<file path="src/rtl/fuzzy_wavg_defuzz_if.sv">
`default_nettype none
// ============================================================================
// Module   : fuzzy_wavg_defuzz_if
// Brief    : Valid/ready input pair stream and result stream for the defuzzifier.
// Revision : 1.0
// ============================================================================
interface fuzzy_wavg_defuzz_if;
  logic        in_valid;
  logic        in_ready;
  logic [15:0] in_mu;
  logic [7:0]  in_z;
  logic        out_valid;
  logic        out_ready;
  logic [7:0]  out_y;
  logic        out_zero;

  modport master (
    output in_valid, in_mu, in_z, out_ready,
    input  in_ready, out_valid, out_y, out_zero
  );

  modport slave (
    input  in_valid, in_mu, in_z, out_ready,
    output in_ready, out_valid, out_y, out_zero
  );
endinterface
`default_nettype wire

</file>
<file path="src/rtl/fuzzy_wavg_defuzz.sv">
`default_nettype none
// ============================================================================
// Module   : fuzzy_wavg_defuzz
// Brief    : Singleton weighted-average defuzzifier, y = sum(mu*z)/sum(mu).
// Revision : 1.0
// ============================================================================
module fuzzy_wavg_defuzz #(
  parameter int N_RULES = 4,
  parameter int CNT_W   = 4
) (
  input  logic               clk,
  input  logic               rst,
  fuzzy_wavg_defuzz_if.slave bus
);

  localparam int c_SW_W  = 16 + CNT_W;
  localparam int c_SZ_W  = 24 + CNT_W + 1;
  localparam int c_DEN_W = c_SW_W + 8;
  localparam int c_MAG_W = c_SZ_W;
  localparam logic [CNT_W-1:0] c_LAST = CNT_W'(N_RULES - 1);

  typedef enum logic [1:0] {
    S_ACC = 2'd0,
    S_DIV = 2'd1,
    S_OUT = 2'd2
  } state_t;

  state_t                   r_state;
  state_t                   w_state_nxt;
  logic                     w_div_done;

  logic [c_SW_W-1:0]        r_sum_w;
  logic signed [c_SZ_W-1:0] r_sum_wz;
  logic [CNT_W-1:0]         r_cnt;
  logic [3:0]               r_div_cnt;
  logic [c_MAG_W-1:0]       r_rem;
  logic [c_DEN_W-1:0]       r_den;
  logic [8:0]               r_quo;
  logic                     r_neg;
  logic                     r_zero_den;
  logic                     r_out_valid;
  logic [7:0]               r_out_y;
  logic                     r_out_zero;

  logic                     w_in_ready;
  logic                     w_accept;
  logic                     w_last;
  logic signed [23:0]       w_prod;
  logic [c_SW_W-1:0]        w_sum_w_nxt;
  logic signed [c_SZ_W-1:0] w_sum_wz_nxt;
  logic [c_MAG_W-1:0]       w_mag_nxt;
  logic                     w_ge;
  logic [c_MAG_W-1:0]       w_rem_sub;
  logic [8:0]               w_quo_nxt;
  logic [9:0]               w_quo_neg;
  logic [7:0]               w_y_fin;

  assign w_in_ready = (r_state == S_ACC) && !rst;
  assign w_accept   = bus.in_valid && w_in_ready;
  assign w_last     = w_accept && (r_cnt == c_LAST);

  assign w_prod       = $signed(bus.in_mu) * $signed(bus.in_z);
  assign w_sum_w_nxt  = r_sum_w + c_SW_W'(bus.in_mu);
  assign w_sum_wz_nxt = r_sum_wz + $signed({{(c_SZ_W-24){w_prod[23]}}, w_prod});
  assign w_mag_nxt    = w_sum_wz_nxt[c_SZ_W-1] ? c_MAG_W'(-w_sum_wz_nxt)
                                               : c_MAG_W'(w_sum_wz_nxt);

  // Denominator starts pre-shifted by 8 so each cycle resolves one of 9 quotient bits.
  assign w_ge      = r_rem >= c_MAG_W'(r_den);
  assign w_rem_sub = r_rem - c_MAG_W'(r_den);
  assign w_quo_nxt = {r_quo[7:0], w_ge};
  assign w_quo_neg = 10'd0 - {1'b0, w_quo_nxt};

  always_comb begin
    w_y_fin = 8'd0;
    if (r_zero_den) begin
      w_y_fin = 8'd0;
    end else if (r_neg) begin
      w_y_fin = (w_quo_nxt > 9'd128) ? 8'h80 : w_quo_neg[7:0];
    end else begin
      w_y_fin = (w_quo_nxt > 9'd127) ? 8'h7F : w_quo_nxt[7:0];
    end
  end

  always_ff @(posedge clk) begin
    if (rst) begin
      r_state <= S_ACC;
    end else begin
      r_state <= w_state_nxt;
    end
  end

  always_comb begin
    w_state_nxt = r_state;
    w_div_done  = 1'b0;
    case (r_state)
      S_ACC: begin
        if (bus.in_valid && (r_cnt == c_LAST)) begin
          w_state_nxt = S_DIV;
        end
      end
      S_DIV: begin
        if (r_div_cnt == 4'd8) begin
          w_div_done  = 1'b1;
          w_state_nxt = S_OUT;
        end
      end
      S_OUT: begin
        if (r_out_valid && bus.out_ready) begin
          w_state_nxt = S_ACC;
        end
      end
      default: w_state_nxt = S_ACC;
    endcase
  end

  always_ff @(posedge clk) begin
    if (rst) begin
      r_sum_w     <= '0;
      r_sum_wz    <= '0;
      r_cnt       <= '0;
      r_div_cnt   <= '0;
      r_rem       <= '0;
      r_den       <= '0;
      r_quo       <= '0;
      r_neg       <= 1'b0;
      r_zero_den  <= 1'b0;
      r_out_valid <= 1'b0;
      r_out_y     <= '0;
      r_out_zero  <= 1'b0;
    end else begin
      case (r_state)
        S_ACC: begin
          if (w_accept) begin
            r_sum_w  <= w_sum_w_nxt;
            r_sum_wz <= w_sum_wz_nxt;
            if (w_last) begin
              r_cnt      <= '0;
              r_div_cnt  <= '0;
              r_quo      <= '0;
              r_rem      <= w_mag_nxt;
              r_den      <= {w_sum_w_nxt, 8'd0};
              r_neg      <= w_sum_wz_nxt[c_SZ_W-1];
              r_zero_den <= (w_sum_w_nxt == '0);
            end else begin
              r_cnt <= r_cnt + 1'b1;
            end
          end
        end
        S_DIV: begin
          r_div_cnt <= r_div_cnt + 1'b1;
          r_quo     <= w_quo_nxt;
          r_den     <= r_den >> 1;
          if (w_ge) begin
            r_rem <= w_rem_sub;
          end
          if (w_div_done) begin
            r_out_y     <= w_y_fin;
            r_out_zero  <= r_zero_den;
            r_out_valid <= 1'b1;
          end
        end
        S_OUT: begin
          if (r_out_valid && bus.out_ready) begin
            r_out_valid <= 1'b0;
            r_sum_w     <= '0;
            r_sum_wz    <= '0;
          end
        end
        default: ;
      endcase
    end
  end

  assign bus.in_ready  = w_in_ready;
  assign bus.out_valid = r_out_valid;
  assign bus.out_y     = r_out_y;
  assign bus.out_zero  = r_out_zero;

endmodule
`default_nettype wire
</file>
<file path="src/flat_wrapper.sv">
// flat-port wrapper written by rule: the top's interface ports become plain ports
module fuzzy_wavg_defuzz_flat 
#(
  parameter int N_RULES = 4,
  parameter int CNT_W   = 4
)
  (clk, rst, bus_in_valid, bus_in_mu, bus_in_z, bus_out_ready, bus_in_ready, bus_out_valid, bus_out_y, bus_out_zero);
  fuzzy_wavg_defuzz_if bus_i ();
  input  logic clk;
  input  logic rst;
  input wire logic [$bits(bus_i.in_valid)-1:0] bus_in_valid;
  input wire logic [$bits(bus_i.in_mu)-1:0] bus_in_mu;
  input wire logic [$bits(bus_i.in_z)-1:0] bus_in_z;
  input wire logic [$bits(bus_i.out_ready)-1:0] bus_out_ready;
  output wire logic [$bits(bus_i.in_ready)-1:0] bus_in_ready;
  output wire logic [$bits(bus_i.out_valid)-1:0] bus_out_valid;
  output wire logic [$bits(bus_i.out_y)-1:0] bus_out_y;
  output wire logic [$bits(bus_i.out_zero)-1:0] bus_out_zero;
  assign bus_i.in_valid = bus_in_valid;
  assign bus_i.in_mu = bus_in_mu;
  assign bus_i.in_z = bus_in_z;
  assign bus_i.out_ready = bus_out_ready;
  assign bus_in_ready = bus_i.in_ready;
  assign bus_out_valid = bus_i.out_valid;
  assign bus_out_y = bus_i.out_y;
  assign bus_out_zero = bus_i.out_zero;
  fuzzy_wavg_defuzz #(.N_RULES(N_RULES), .CNT_W(CNT_W)) u_core (.clk(clk), .rst(rst), .bus(bus_i));
endmodule
</file>
<file path="config.mk">
export PLATFORM = sky130hd
export DESIGN_NAME = fuzzy_wavg_defuzz_flat
export DESIGN_NICKNAME = d
export VERILOG_FILES = /design/src/rtl/fuzzy_wavg_defuzz_if.sv /design/src/rtl/fuzzy_wavg_defuzz.sv /design/src/flat_wrapper.sv
export SDC_FILE = /design/constraint.sdc
export NUM_CORES = 1
export LEC_CHECK = 0
export ABC_CLOCK_PERIOD_IN_PS = 12100
export CORE_MARGIN = 4
export CORE_UTILIZATION = 69
export CTS_CLUSTER_DIAMETER = 80
export CTS_CLUSTER_SIZE = 30
export DETAILED_ROUTE_END_ITERATION = 7
export PLACE_DENSITY = 0.87
export SKIP_CTS_REPAIR_TIMING = 1
export SLEW_MARGIN = 0
export SYNTH_ARGS = -nofsm -noshare
export SYNTH_HDL_FRONTEND = slang
export SYNTH_SLANG_ARGS = --single-unit
</file>
<file path="constraint.sdc">
create_clock -name clk -period 12.1 [get_ports clk]
set_input_delay 2.42 -clock clk [delete_from_list [all_inputs] [get_ports clk]]
set_output_delay 2.42 -clock clk [all_outputs]
set_load 0.005 [all_outputs]
</file>
==> results of run 1 <==
[synthesized netlist by cell type, drive strengths merged (5+ instances only)]
master,n
o21bai,7
o21ai,54
or3,10
dfxtp,136
nand4,14
a22oi,34
a2111oi,8
xnor2,62
o21a,19
a211oi,25
ha,116
a211o,5
o22ai,9
nand2b,11
a21oi,125
clkbuf,74
and3,5
nor2b,10
a31oi,19
nand2,175
mux2i,6
a21o,30
o31ai,15
fa,150
o211ai,17
xor2,33
or2,6
and2,78
a311oi,6
nand3,49
nand3b,7
nor3b,8
nor2,143
inv,157
nor3,41
buf,10
[sequential cells by signal (all words and copies together) (netlist names)]
name,cells
u_core.r_cnt,4
u_core.r_den,28
u_core.r_rem,29
u_core.r_neg,1
u_core.r_sum_wz,29
u_core.r_quo,8
u_core.r_sum_w,20
u_core.bus.out_valid,1
u_core.r_div_cnt,4
u_core.bus.out_zero,1
u_core.r_state,2
u_core.r_zero_den,1
u_core.bus.out_y,8
[worst max path at each step]
stage | cells after the start | to | slack [ps]
6_report | 20 | u_core.r_rem[25]$_SDFFE_PP0P_ | 2670
5_1_grt | 20 | u_core.r_rem[25]$_SDFFE_PP0P_ | 2170
4_1_cts | 20 | u_core.r_rem[25]$_SDFFE_PP0P_ | 2740
3_5_place_dp | 20 | u_core.r_rem[25]$_SDFFE_PP0P_ | 2310
3_3_place_gp | 19 | u_core.r_rem[25]$_SDFFE_PP0P_ | 2490
2_1_floorplan | 18 | u_core.r_rem[25]$_SDFFE_PP0P_ | 3790
[stage by stage]
step | instance area, µm² | util | cells | worst slack [ps] | hold WS [ps]
6_report | 15500 | 0.760 | 1995 | 2670 | 455
3_5_place_dp | 14900 | 0.731 | 1963 | 2310 | 450
4_1_cts | 15500 | 0.760 | 1994 | 2740 | 458
3_3_place_gp | 14900 | 0.731 | 1963 | 2490 | 443
2_1_floorplan | 14500 | - | 1729 | 3790 | 426
5_1_grt | 15500 | 0.760 | 1994 | 2170 | 479
[kinds of logic (layout without fill, tap and decap cells)]
family | Yosys count | in the layout | synth area share
AND/OR/NAND/NOR | 575 | 575 | 0.190
AO/OA/AOI/OAI | 408 | 408 | 0.187
adder cells (fa/ha/maj) | 266 | 266 | 0.308
buffers and inverters | 241 | 236 | 0.0634
flip-flops | 136 | 136 | 0.188
XOR/XNOR | 95 | 95 | 0.0575
multiplexers | 8 | 8 | 0.00571
other | 0 | 1 | 0
[worst max-delay path, stage by stage]
cell and delay (ps):
clkdlybuf4s50_1 840, and2_1 830, inv_1 130, fa_1 510, inv_1 50, fa_1 480, fa_1 560, fa_1 420
ha_1 280, ha_1 430, nor2_1 210, nor2_1 60, o31a_1 100, a31o_2 260, and4_1 200, o31ai_1 330
a22o_1 830, o21ai_1 180, xor2_1 190, a2111oi_0 410
[layout make-up]
type | count | area share
clock buffer | 20 | 0.0294
tap | 270 | 0.0218
timing repair buffer | 48 | 0.0292
antenna | 1 | 0.000161
inverter | 157 | 0.0380
clock inverter | 11 | 0.00798
multi-input combinational | 1352 | 0.698
sequential | 136 | 0.175
[per-layer routing]
layer	wire, µm	global-route usage	vias to the layer above
li1	-	-	5901
met4	1020	0.107	0
met1	15000	0.413	6047
met2	17900	0.543	530
met5	0	0	-
met3	2360	0.0443	84
==> metrics.md, run 1 <==
| Metric | Value |
|---|---|
| GRT overflow | 0 |
| FF-to-FF Start | u_core.r_sum_wz[6]$_SDFFE_PP0P_ |
| RSZ-0062 raised after global routing | no |
| Largest net degree at the start of global routing | 103 |
| Synthesized area per cell | 8.37 µm² |
| Clk sinks | 136 |
| WL/cell | around 18 µm |
| Hold_sp | u_core.bus.out_y[6]$_SDFFE_PP0P_ |
| Post-DRT Antenna Nets | 0 |
| Commonest non-fill, non-tap cell in the layout | nand2_1 |
| Slew Limit Fails | 0 |
| Area grow syn2layout | 7.32% |
| HPWL Detailed | 27200 µm |
| Via count | 12600 |
| Synth Register Bits | 136 |
| Largest fanout on the critical path | 27 |
| Ratio of cells with drive above 1 in the final layout | 0.0406 |
| Core area | 20400 µm² |
| Cell taking the most area after synthesis | fa_1 |
| Slew @ Worst Pin | 1040 ps |
| Post-Syn Nets | slightly above 2000 |
| Global placer's final weighted congestion | around 0.93 |
| CTS root buffer | clkbuf_16 |
| Top-area cell type share of the netlist area | 0.208 |
| TritonCTS Buffers | 17 |
| Initial DRC Count | between 1000 and 1500 |
| Initial Utilization | 0.708 |
| Die ar. | around 23000 µm² |
| Drc violations | 0 |
| GRT Util Overall | 0.316 |
| Setup TNS | 0 ps |
| Flop2flop setup slack | 5610 ps |
| Fin crit period | 9430 ps |
| Die height | 153 µm |
| Period utilization | 0.780 |
| FFs w/ async S/R, synth | 0 |
| Fill cell count | approximately 1500 |
| Netlist cell types | 73 |
| Status | completed |
| Clock tree buffer depth | 2 |
| Critical path startpoint | bus_in_z[0] |
| Synth area leaders | fa_1 21%, dfxtp_1 19%, ha_1 10% |
| Critical path class | in -> reg |
| Commonest non-fill, non-tap cells in the layout | 175 x nand2_1, 157 x inv_1, 150 x fa_1 |
| Hold depth | 2 |
| Worst Hold Class | reg -> reg |
| CTS tree | done |
| Number of flops mapped to enable cells by yosys | 0 |
| Worst Skew | approximately 7.7 ps |
| Area occupied by multi-input gates | 10800 µm² |
| Final Net Count | 2006 |
| CP arrival | 9750 ps |
| Top FF cell, synth | dfxtp_1 |
| Rows | 52 |
| Slew HR | 0.306 |
| Crit end category | flop |
| Initial DRT Pass Iterations | 6 |
| H-tree depth | 4 |
| Final setup fails | 0 |
| Clk slew on worst S/H paths | 60 ps |
| Req. time, crit path | 12410 ps |
| Routed WL | about 36000 µm |
| I/O Buffers | 38 |
| Crit Reg-Reg Endpoint | u_core.r_rem[25]$_SDFFE_PP0P_ |
| Antenna violations before repair | 0 |
| Later-pin clock latency in the skew report | 440 ps |
| Worst r2r path cells | 20 |
| Cell Area, Synth | about 14000 µm² |
| Seq/Total Area, Yosys | 0.188 |
| Final hold viol count | 0 |
| Register area | between 2000 and 3000 µm² |
| First-pass GRT wire length | between 60000 and 70000 µm |
| Ports | 39 |
| Number of max-cap violations | 0 |
| Hold EP | u_core.bus.out_y[6]$_SDFFE_PP0P_ |
| Crit path launch type | primary input |
| Post-Synthesis Cells | around 1700 |
| Die Wd | 153 µm |
| Yosys Warn Count | 0 |
| Vias per inst | 6.30 |
| Vias in the first global route | 12600 |
| Max Fclk | 106 MHz |
Power of run 1 is left out: the tool's default activity adds up to more than one toggle a clock period on the data nets, which glitch-free logic cannot reach.
==> run 2, diff against run 1 <==
--- a/config.mk
+++ b/config.mk
@@ -5,13 +5,13 @@
 export SDC_FILE = /design/constraint.sdc
 export NUM_CORES = 1
 export LEC_CHECK = 0
-export ABC_CLOCK_PERIOD_IN_PS = 12100
+export ABC_CLOCK_PERIOD_IN_PS = 9400
 export CORE_MARGIN = 4
-export CORE_UTILIZATION = 69
+export CORE_UTILIZATION = 64
 export CTS_CLUSTER_DIAMETER = 80
 export CTS_CLUSTER_SIZE = 30
 export DETAILED_ROUTE_END_ITERATION = 7
-export PLACE_DENSITY = 0.87
+export PLACE_DENSITY = 0.81
 export SKIP_CTS_REPAIR_TIMING = 1
 export SLEW_MARGIN = 0
 export SYNTH_ARGS = -nofsm -noshare
==> constraint.sdc (replaced) <==
create_clock -name clk -period 9.4 [get_ports clk]
set_input_delay 1.88 -clock clk [delete_from_list [all_inputs] [get_ports clk]]
set_output_delay 1.88 -clock clk [all_outputs]
set_load 0.005 [all_outputs]
==> run 2 against run 1 <==
Effect of this change: clock skew up 5.6 ps; via count up 0.29%; non-clock buffer count up 4; largest cell class unchanged; final cell count up 0.70%; global-route usage down 1.3 points; flip-flop and latch count unchanged; critical path type unchanged.
==> metrics.md, run 2 (synthesized netlist as in run 1, its figures left out) <==
| Metric | Value |
|---|---|
| Status | completed |
| GRT Util Overall | 0.303 (-0.0129) |
| Die Wd | 158 µm (+3.6%) |
| Crit path launch type | primary input |
| H-tree depth | 4 (unchanged) |
| Clock tree buffer depth | 2 (unchanged) |
| Worst Hold Class | reg -> reg |
| Post-DRT Antenna Nets | 0 (unchanged) |
| Slew Limit Fails | 0 (unchanged) |
| WP buf/inv | 2 (-1) |
| CP peak stage delay | 830 ps (about the same) |
| Drc violations | 0 (unchanged) |
| Initial DRC Count | 963 (-11%) |
| Via count | 12600 (+0.29%) |
| Final Cell Area | 15600 µm² (+0.19%) |
| Die ar. | 25100 µm² (+7.4%) |
| Hold depth | 2 (unchanged) |
| Slew HR | 0.274 (-0.0323) |
| Commonest non-fill, non-tap cells in the layout | 175 x nand2_1, 157 x inv_1, 150 x fa_1 |
| Critical path class | in -> reg |
| Final setup fails | 0 (unchanged) |
| Cell Area, Placed | 15000 µm² (+0.28%) |
| Die height | 158 µm (+3.6%) |
| Core area | 22000 µm² (+7.8%) |
| Number of max-cap violations | 0 (unchanged) |
| Flop2flop setup slack | 3060 ps (-2550 ps) |
| Max Fclk | 117 MHz |
| Initial DRT Pass Iterations | 6 (unchanged) |
| Final hold viol count | 0 (unchanged) |
| Slew @ Worst Pin | 1090 ps (+48.4 ps) |
| I/O Buffers | 38 (unchanged) |
| Hold EP | u_core.r_rem[27]$_SDFFE_PP0P_ |
| Worst setup margin | 825 ps (-1840 ps) |
| Crit end category | flop |
| Final Net Count | 2010 (+0.20%) |
| Req. time, crit path | 9660 ps (-2750 ps) |
| WL/cell | 18.2 µm (+0.38%) |
| Hold_sp | u_core.r_rem[27]$_SDFFE_PP0P_ |
| Fin crit period | 8570 ps |
| Critical Path Slowest Stage Cell | clkdlybuf4s50_1 |
| First-pass GRT wire length | 61400 µm (-0.43%) |
| Largest net degree at the start of global routing | 101 (-1.9%) |
| Ratio of cells with drive above 1 in the final layout | 0.0434 (+0.00277) |
| Clk slew on worst S/H paths | 60 ps (about the same) |
| CP top delay family | adder cells |
| Dpl ws | 507 ps (-1800 ps) |
| Global placer's final weighted congestion | 0.926 (-0.81%) |
| Most numerous cell on the critical path | fa_1 |
| Period utilization | 0.912 |
| Area grow syn2layout | 7.52% |
| Non-filler cells, final | 2009 (+0.70%) |
| Antenna violations before repair | 0 (unchanged) |
| CP Cell Sequence | clkdlybuf4s50_1 > nand2_1 > fa_1 > fa_1 > inv_1 > fa_1 > fa_1 > fa_1 > ha_1 > nand3_1 > o211ai_1 > a21oi_1 > xnor2_1 > or4_1 > nor2_1 > nand3_1 > or3_1 > o31ai_1 > xor2_1 > a211oi_1 |
| Rows | 54 (+3.8%) |
| GRT overflow | 0 (unchanged) |
| Worst r2r path cells | 21 (+5.0%) |
| CP arrival | 8830 ps (-920 ps) |
| Later-pin clock latency in the skew report | 440 ps (about the same) |
| Routed WL | 36700 µm (+1.1%) |
| HPWL Detailed | 27800 µm (+2.1%) |
| Crit Reg-Reg Endpoint | u_core.r_rem[24]$_SDFFE_PP0P_ |
| Worst Skew | 13.3 ps (+5.60 ps) |
| TritonCTS Buffers | 17 (unchanged) |
| Placed Cells | 1977 (+0.71%) |
| Vias in the first global route | 12600 (-0.18%) |
| Initial Utilization | 0.657 (-0.0513) |
| Clk sinks | 136 (unchanged) |
| RSZ-0062 raised after global routing | no |
| CTS root buffer | clkbuf_16 |
| Largest fanout on the critical path | 16 (-41%) |
| Vias per inst | 6.27 (-0.41%) |
| Setup TNS | 0 ps (unchanged) |
| Diode count | 0 (-1) |
| Largest registers | u_core.r_rem x29, u_core.r_sum_wz x29, u_core.r_den x28 |
| CTS tree | done |
| Fill cell count | 1740 (+14%) |
| Commonest non-fill, non-tap cell in the layout | nand2_1 |
| FF-to-FF Start | u_core.r_sum_wz[6]$_SDFFE_PP0P_ |
| Ports | 39 (unchanged) |
run 2: cell count changes in the layout (fill, tap and decap cells not counted), sizes merged:
| cell | change |
|---|---|
| buf | +4 |
| bufinv | -1 |
| clkbuf | -2 |
| clkinv | +1 |
| clkinvlp | -1 |
| diode | -1 |
| inv | +4 |
run 2: layer usage:
layer,wire (µm),global-route usage,vias up,part of all wire
met5,0,0,-,0
met3,2180,0.0489,108,0.060
met1,15100,0.388,6112,0.41
met4,1540,0.121,0,0.042
li1,-,-,5905,-
met2,17800,0.516,473,0.49
run 2: worst reg2reg max path: cells and delay by family, from the launching register on:
family	cells	cell delay (ps)
AO/OA/AOI/OAI	4	900
XOR/XNOR	2	400
adder cells (fa/ha/maj)	6	2800
buffers and inverters	4	220
flip-flops	1	320
AND/OR/NAND/NOR	5	1510
run 2: how the worst max path moves through the flow:
stage                        startpoint  cells after the start  slack (ps)                       endpoint
after detailed placement    bus_in_z[6]                     19         510  u_core.r_rem[25]$_SDFFE_PP0P_
final                       bus_in_z[6]                     20         830  u_core.r_rem[24]$_SDFFE_PP0P_
after global placement      bus_in_z[1]                     21         710  u_core.r_rem[25]$_SDFFE_PP0P_
after CTS                   bus_in_z[6]                     19         920  u_core.r_rem[25]$_SDFFE_PP0P_
after floorplan           bus_in_mu[15]                     18        1630  u_core.r_rem[25]$_SDFFE_PP0P_
after global routing        bus_in_z[6]                     20         470  u_core.r_rem[26]$_SDFFE_PP0P_
run 2: area by class of cell:
type                    instances  area [µm²]  share of cell area
well taps                     280         350              0.0225
flip-flops and latches        136        2720               0.175
multi-input cells            1352       10800               0.697
inverters                     157         589              0.0379
clock buffers                  18         429              0.0276
repair buffers                 52         483              0.0311
clock inverters                14         140             0.00901
run 2: metrics by stage:
stage	utilization	hold WS (ps)
global placement	0.680	443
finish	0.706	454
global route	0.706	471
CTS	0.706	453
detailed placement	0.680	443
floorplan	-	426
Power of run 2 is left out for the same reason.
==> run 3, diff against run 2 <==
--- a/config.mk
+++ b/config.mk
@@ -6,6 +6,7 @@
 export NUM_CORES = 1
 export LEC_CHECK = 0
 export ABC_CLOCK_PERIOD_IN_PS = 9400
+export CAP_MARGIN = 20
 export CORE_MARGIN = 4
 export CORE_UTILIZATION = 64
 export CTS_CLUSTER_DIAMETER = 80
==> results of run 3 <==
The final DEF is identical to that of run 2; final timing and power are the same.
Power of run 3 is left out for the same reason.
